`config.mk`:
```
export PLATFORM = sky130hd
export DESIGN_NAME = mem_req_ctrl
export DESIGN_NICKNAME = d
export VERILOG_FILES = /design/src/rtl/mem_req_ctrl.sv
export SDC_FILE = /design/constraint.sdc
export NUM_CORES = 1
export LEC_CHECK = 0
export CAP_MARGIN = 10
export CORE_ASPECT_RATIO = 0.6
export CORE_MARGIN = 2
export CORE_UTILIZATION = 49
export DETAILED_ROUTE_END_ITERATION = 7
export GPL_TIMING_DRIVEN = 0
export PLACE_DENSITY = 0.84
export SETUP_SLACK_MARGIN = 0.05
export SYNTH_ARGS = -nofsm -noshare
export SYNTH_HDL_FRONTEND = slang
export SYNTH_SLANG_ARGS = --single-unit
export TNS_END_PERCENT = 10
```
`constraint.sdc`:
```
create_clock -name clk -period 2.7 [get_ports clk]
set_input_delay 0.54 -clock clk [delete_from_list [all_inputs] [get_ports clk]]
set_output_delay 0.54 -clock clk [all_outputs]
set_load 0.05 [all_outputs]
```
`src/rtl/mem_req_ctrl.sv`:
```
// mem_req_ctrl: turns a valid/ready request stream into single-cycle strobes for the data
// memory, and queues the one-cycle-latency read data in an in-order response FIFO.

module mem_req_ctrl_chk #(
    parameter int RSP_DEPTH = 4,
    parameter int CW        = 3
) (
    input  logic          clk,
    input  logic          rst,
    input  logic          mem_wr_en,
    input  logic          mem_rd_en,
    input  logic          push,
    input  logic          pop,
    input  logic [CW-1:0] count
);
    localparam logic [CW-1:0] FULL = CW'(RSP_DEPTH);

    a_one_strobe:   assert property (@(posedge clk) disable iff (rst) !(mem_wr_en && mem_rd_en));
    a_no_overflow:  assert property (@(posedge clk) disable iff (rst) !(push && !pop && (count == FULL)));
    a_no_underflow: assert property (@(posedge clk) disable iff (rst) !(pop && (count == {CW{1'b0}})));
    a_count_range:  assert property (@(posedge clk) disable iff (rst) (count <= FULL));
endmodule

module mem_req_ctrl #(
    parameter int DM_AW     = 10,
    parameter int DM_DW     = 32,
    parameter int RAM_DEPTH = 32'd1 << DM_AW,
    parameter int RSP_DEPTH = 4
) (
    input  logic             clk,
    input  logic             rst,
    input  logic             req_vld,
    output logic             req_rdy,
    input  logic             req_wr,
    input  logic [DM_AW-1:0] req_addr,
    input  logic [DM_DW-1:0] req_wdata,
    output logic             rsp_vld,
    input  logic             rsp_rdy,
    output logic [DM_DW-1:0] rsp_data,
    output logic             rsp_err,
    output logic [DM_AW-1:0] mem_addr,
    output logic [DM_DW-1:0] mem_wdata,
    output logic             mem_wr_en,
    output logic             mem_rd_en,
    input  logic [DM_DW-1:0] mem_rdata,
    input  logic             mem_rdata_vld,
    output logic             proto_err
);
    localparam int PW = $clog2(RSP_DEPTH);
    localparam int CW = PW + 1;
    localparam int EW = DM_DW + 1;
    localparam logic [DM_AW:0] RAM_LIMIT  = (DM_AW + 1)'(RAM_DEPTH);
    localparam logic [CW:0]    SLOT_LIMIT = (CW + 1)'(RSP_DEPTH);

    function automatic logic addr_in_range(input logic [DM_AW-1:0] addr);
        return ({1'b0, addr} < RAM_LIMIT);
    endfunction

    // FIFO entry layout is {data, err}; error entries always carry zero data.
    function automatic logic [EW-1:0] rsp_entry(input logic [DM_DW-1:0] data, input logic err);
        return err ? {{DM_DW{1'b0}}, 1'b1} : {data, 1'b0};
    endfunction

    logic              accept_s;
    logic              in_range_s;
    logic              push_s;
    logic              pop_s;
    logic              rd_expected_s;
    logic [CW:0]       occupancy_s;
    logic [EW-1:0]     head_s;

    logic              s1_vld_r;
    logic              s1_err_r;
    logic              s2_vld_r;
    logic              s2_err_r;
    logic [PW-1:0]     wr_ptr_r;
    logic [PW-1:0]     rd_ptr_r;
    logic [CW-1:0]     count_r;
    logic [EW-1:0]     rsp_buf_r [RSP_DEPTH];

    // Handshake, flow control and response-head decode.
    always_comb begin
        occupancy_s   = {1'b0, count_r} + {{CW{1'b0}}, s1_vld_r} + {{CW{1'b0}}, s2_vld_r};
        req_rdy       = !rst && (occupancy_s < SLOT_LIMIT);
        accept_s      = req_vld && req_rdy;
        in_range_s    = addr_in_range(req_addr);
        push_s        = s2_vld_r;
        rd_expected_s = s2_vld_r && !s2_err_r;
        head_s        = rsp_buf_r[rd_ptr_r];
        rsp_vld       = (count_r != {CW{1'b0}});
        pop_s         = rsp_vld && rsp_rdy;
        if (rsp_vld) begin
            rsp_data = head_s[EW-1:1];
            rsp_err  = head_s[0];
        end else begin
            rsp_data = {DM_DW{1'b0}};
            rsp_err  = 1'b0;
        end
    end

    // Memory strobes: out-of-range accesses never reach the memory.
    always_ff @(posedge clk) begin
        if (rst) begin
            mem_addr  <= {DM_AW{1'b0}};
            mem_wdata <= {DM_DW{1'b0}};
            mem_wr_en <= 1'b0;
            mem_rd_en <= 1'b0;
        end else begin
            mem_wr_en <= 1'b0;
            mem_rd_en <= 1'b0;
            if (accept_s && in_range_s) begin
                mem_addr <= req_addr;
                if (req_wr) begin
                    mem_wr_en <= 1'b1;
                    mem_wdata <= req_wdata;
                end else begin
                    mem_rd_en <= 1'b1;
                end
            end
        end
    end

    // Two-stage read tag pipe, lined up with the memory's read data.
    always_ff @(posedge clk) begin
        if (rst) begin
            s1_vld_r <= 1'b0;
            s1_err_r <= 1'b0;
            s2_vld_r <= 1'b0;
            s2_err_r <= 1'b0;
        end else begin
            s1_vld_r <= accept_s && !req_wr;
            s1_err_r <= accept_s && !req_wr && !in_range_s;
            s2_vld_r <= s1_vld_r;
            s2_err_r <= s1_err_r;
        end
    end

    // Response storage; stale slots are harmless because the pointers govern visibility.
    always_ff @(posedge clk) begin
        if (push_s) begin
            rsp_buf_r[wr_ptr_r] <= rsp_entry(mem_rdata, s2_err_r);
        end
    end

    // Response FIFO pointers and occupancy count.
    always_ff @(posedge clk) begin
        if (rst) begin
            wr_ptr_r <= {PW{1'b0}};
            rd_ptr_r <= {PW{1'b0}};
            count_r  <= {CW{1'b0}};
        end else begin
            if (push_s) begin
                wr_ptr_r <= wr_ptr_r + PW'(1);
            end
            if (pop_s) begin
                rd_ptr_r <= rd_ptr_r + PW'(1);
            end
            case ({push_s, pop_s})
                2'b10:   count_r <= count_r + CW'(1);
                2'b01:   count_r <= count_r - CW'(1);
                default: count_r <= count_r;
            endcase
        end
    end

    // Sticky protocol error: read-data valid must match the tag pipe exactly.
    always_ff @(posedge clk) begin
        if (rst) begin
            proto_err <= 1'b0;
        end else if (mem_rdata_vld != rd_expected_s) begin
            proto_err <= 1'b1;
        end
    end

    mem_req_ctrl_chk #(
        .RSP_DEPTH (RSP_DEPTH),
        .CW        (CW)
    ) u_chk (
        .clk       (clk),
        .rst       (rst),
        .mem_wr_en (mem_wr_en),
        .mem_rd_en (mem_rd_en),
        .push      (push_s),
        .pop       (pop_s),
        .count     (count_r)
    );
endmodule

```
==> results.py <==
metrics = {
    "cts": {
        "cts_hold_buffers": 0,
        "numCtsBuffers": 17,
        "clk_latency_ns": 0.42,
        "clock_sinks": 184,
        "cts.clk_slew.worst_paths_ns": 0.07,
        "h-tree-depth": 4,
        "cts_tree": "built",
        "root_buffer": "clkbuf_16",
        "cts_buffer_depth": 2,
    },
    "yosys": {
        "synthTopCellsByArea": "edfxtp_1 (53%), dfxtp_1 (15%), mux4_2 (9.9%), mux2_4 (6.0%), nor2b_1 (5.5%)",
        "synth_top_area_share_pct": 53.1,
        "yosys_warnings": 0,
        "ys_seq_area_share_pct": 68.5,
        "syn_nets": 500,
        "netlist_area_um2": 7240,
        "synthTopCellsByCount": "edfxtp_1 (128), nor2b_1 (64), dfxtp_1 (56)",
        "synthCells": 413,
        "synth.distinct_cells": 34,
        "yosysMostFrequentCell": "edfxtp_1",
        "synth-seq-cells": 184,
        "synth_edf_count": 128,
        "async_flop_share_pct": 0,
        "yosys.area.top_type": "edfxtp_1",
        "synth_ff_type": "edfxtp_1",
        "syn-mean-instance-area_um2": 17.5,
    },
    "global_routing": {
        "grt_pass1_vias": 4474,
        "antenna_found_initial": 0,
        "grt_max_degree": 33,
        "grt_pass1_wl_um": 23600,
        "grt_use_total_pct": 19.7,
        "gr-total-overflow": 0,
    },
    "status": {
        "violations": "setup timing",
        "status": "finished, violations left",
    },
    "sta": {
        "timing.slew.headroom_pct": 38.4,
        "hold_viol": 0,
        "finClkSkew_ns": 0.0127,
        "slew_viol_final": 0,
        "worst_slew_pin_slew_ns": 0.924,
        "setup_violations": 4,
        "fin_crit_ns": 2.74,
        "clock.fmax_ghz": 0.365,
        "period_share_pct": 102,
        "fin_ws_ns": -0.0429,
        "rsz0062_at_grt": "yes",
    },
    "power": {
        "power.total_mw": 7.15,
        "p_leak_nw": 3.59,
        "powerDensity_nw_per_um2": 737,
        "peakVddDrop_mv": 0.507,
    },
    "layout": {
        "layout-drive-gt1-share_pct": 22.4,
        "finalNetCount": 676,
        "diodes": 0,
        "areaGrowthSynthToFinish_pct": 34.0,
        "num-fill-cells": 1032,
    },
    "routing": {
        "routed_wirelength_um": 15100,
        "ant_nets": 0,
        "vias": 4182,
        "drt-initial-drc-count": 280,
        "first_pass_iters": 4,
        "vias_per_cell": 5.23,
        "routedWlPerCell_um": 18.9,
        "drc": 0,
    },
    "critical_path": {
        "path_max_fanout": 10,
        "crit_required_ns": 2.16,
        "reg2reg_slack_ns": 0.60,
        "cp.arrival_ns": 2.20,
        "critical_path.startpoint_type": "flip-flop",
        "crit_path_end_kind": "output pin",
        "critical_path_class": "flip-flop to output pin",
    },
    "floorplan": {
        "start_util_pct": 50.1,
        "die_y_um": 98.2,
        "fp.dieW_um": 161,
        "dieArea_um2": 15800,
        "ios": 160,
        "row_count": 34,
        "core-area_um2": 14500,
    },
    "placement": {
        "place_ws_ns": -0.751,
        "hpwlAfterDp_um": 10100,
        "place_congestion": 0.824,
        "port_buffers": 158,
    },
    "run": {
        "maxCapViolations": 0,
    },
    "hold_path": {
        "min_path_type": "flip-flop to flip-flop",
    },
}
per-layer routing:
layer	up-vias	track usage (%)	part of all wire [%]
li1	1909	-	-
met1	2104	25.2	43
met2	155	32.7	49
met3	14	5.56	7.1
met4	0	7.07	1.2
met5	-	0	0
per-stage QoR:
stage               TNS (ns)  hold WS [ns]  cell area (um2)  utilization, %  instances
global route           -2.04         0.495             9700            67.1        800
finish                -0.107         0.482             9700            67.1        800
global placement       -8.49         0.449             9070            62.7        769
floorplan                  0         0.430             7240               -        413
detailed placement     -8.41         0.468             9080            62.8        769
CTS                   -0.562         0.479             9700            67.1        800
sequential cells by signal (all words and copies together) (netlist names), named ones only:
name and flops:
count_r 3, mem_addr 10, mem_rd_en 1, mem_wdata 32, mem_wr_en 1, proto_err 1, push_s 1, rd_ptr_r 2
rsp_buf_r 128, s1_vld_r 1, wr_ptr_r 2
critical path: stages (launching register included):
cell and delay, ns:
dfxtp_2 0.42, buf_6 0.22, mux4_2 0.52, nor2b_1 0.17, clkdlybuf4s15_1 0.46
layout by cell type (no fill, tap or decap), types with 2 or more instances in the layout:
cell type | Yosys | routed
o311a_1 | 10 | 10
dfxtp_2 | 0 | 2
bufinv_16 | 0 | 2
clkinv_8 | 0 | 5
nor4_1 | 2 | 2
clkbuf_1 | 17 | 9
nor2_1 | 11 | 11
a21oi_1 | 2 | 2
dfxtp_1 | 56 | 54
buf_2 | 4 | 4
mux2_2 | 3 | 3
clkbuf_16 | 0 | 17
buf_6 | 2 | 5
inv_6 | 0 | 2
nor2b_1 | 64 | 64
a31o_2 | 10 | 10
inv_8 | 0 | 4
buf_4 | 1 | 2
edfxtp_1 | 128 | 128
clkdlybuf4s50_1 | 0 | 123
or3_1 | 2 | 2
dlygate4sd2_1 | 0 | 27
clkbuf_2 | 0 | 8
xor2_1 | 5 | 5
mux4_2 | 32 | 32
buf_8 | 2 | 2
inv_1 | 10 | 10
and2_2 | 0 | 4
ha_1 | 6 | 6
mux2_4 | 29 | 29
worst paths after layout:
check                        to  depth (start not counted)       start
hold reg to reg          push_s                          1    s1_vld_r
hold / removal           push_s                          1    s1_vld_r
setup reg to reg  mem_wdata[15]                          7  count_r[0]
setup / recovery   rsp_data[27]                          4   flip-flop
cell families (layout without fill, tap and decap cells):
family,count (synthesis),in the layout,share of synthesized area [%]
compound gates,26,26,3.14
mux,65,65,16.6
other cells,1,1,0.0518
simple gates,87,87,7.10
xor+xnor,6,6,0.726
buf+inv,37,226,2.56
flops,184,184,68.5
fa+ha+maj,7,7,1.31
report_power, final:
group	total [mW]	internal (mW)	leakage [nW]	switching, mW
combinational	1.41	0.540	1.67	0.870
sequential	3.14	3.08	1.61	0.0516
clock	2.61	1.44	0.310	1.17
total	7.15	5.06	3.59	2.09
final cells by class:
type                            count  area (um2)  area share, %
Buffer                             25         170           1.75
Clock buffer                       17         425           4.38
Clock inverter                     15         220           2.27
Inverter                           11        41.3          0.425
Multi-Input combinational cell    192        2110           21.7
Sequential cell                   184        4970           51.2
Tap cell                          198         248           2.55
Timing Repair Buffer              158        1520           15.7
repair_timing:
action	CTS	global route
setup endpoints to repair	34	28
buffers inserted	0	0
resized for setup	66	11
Note: power is estimated with default switching activity, not from simulation.
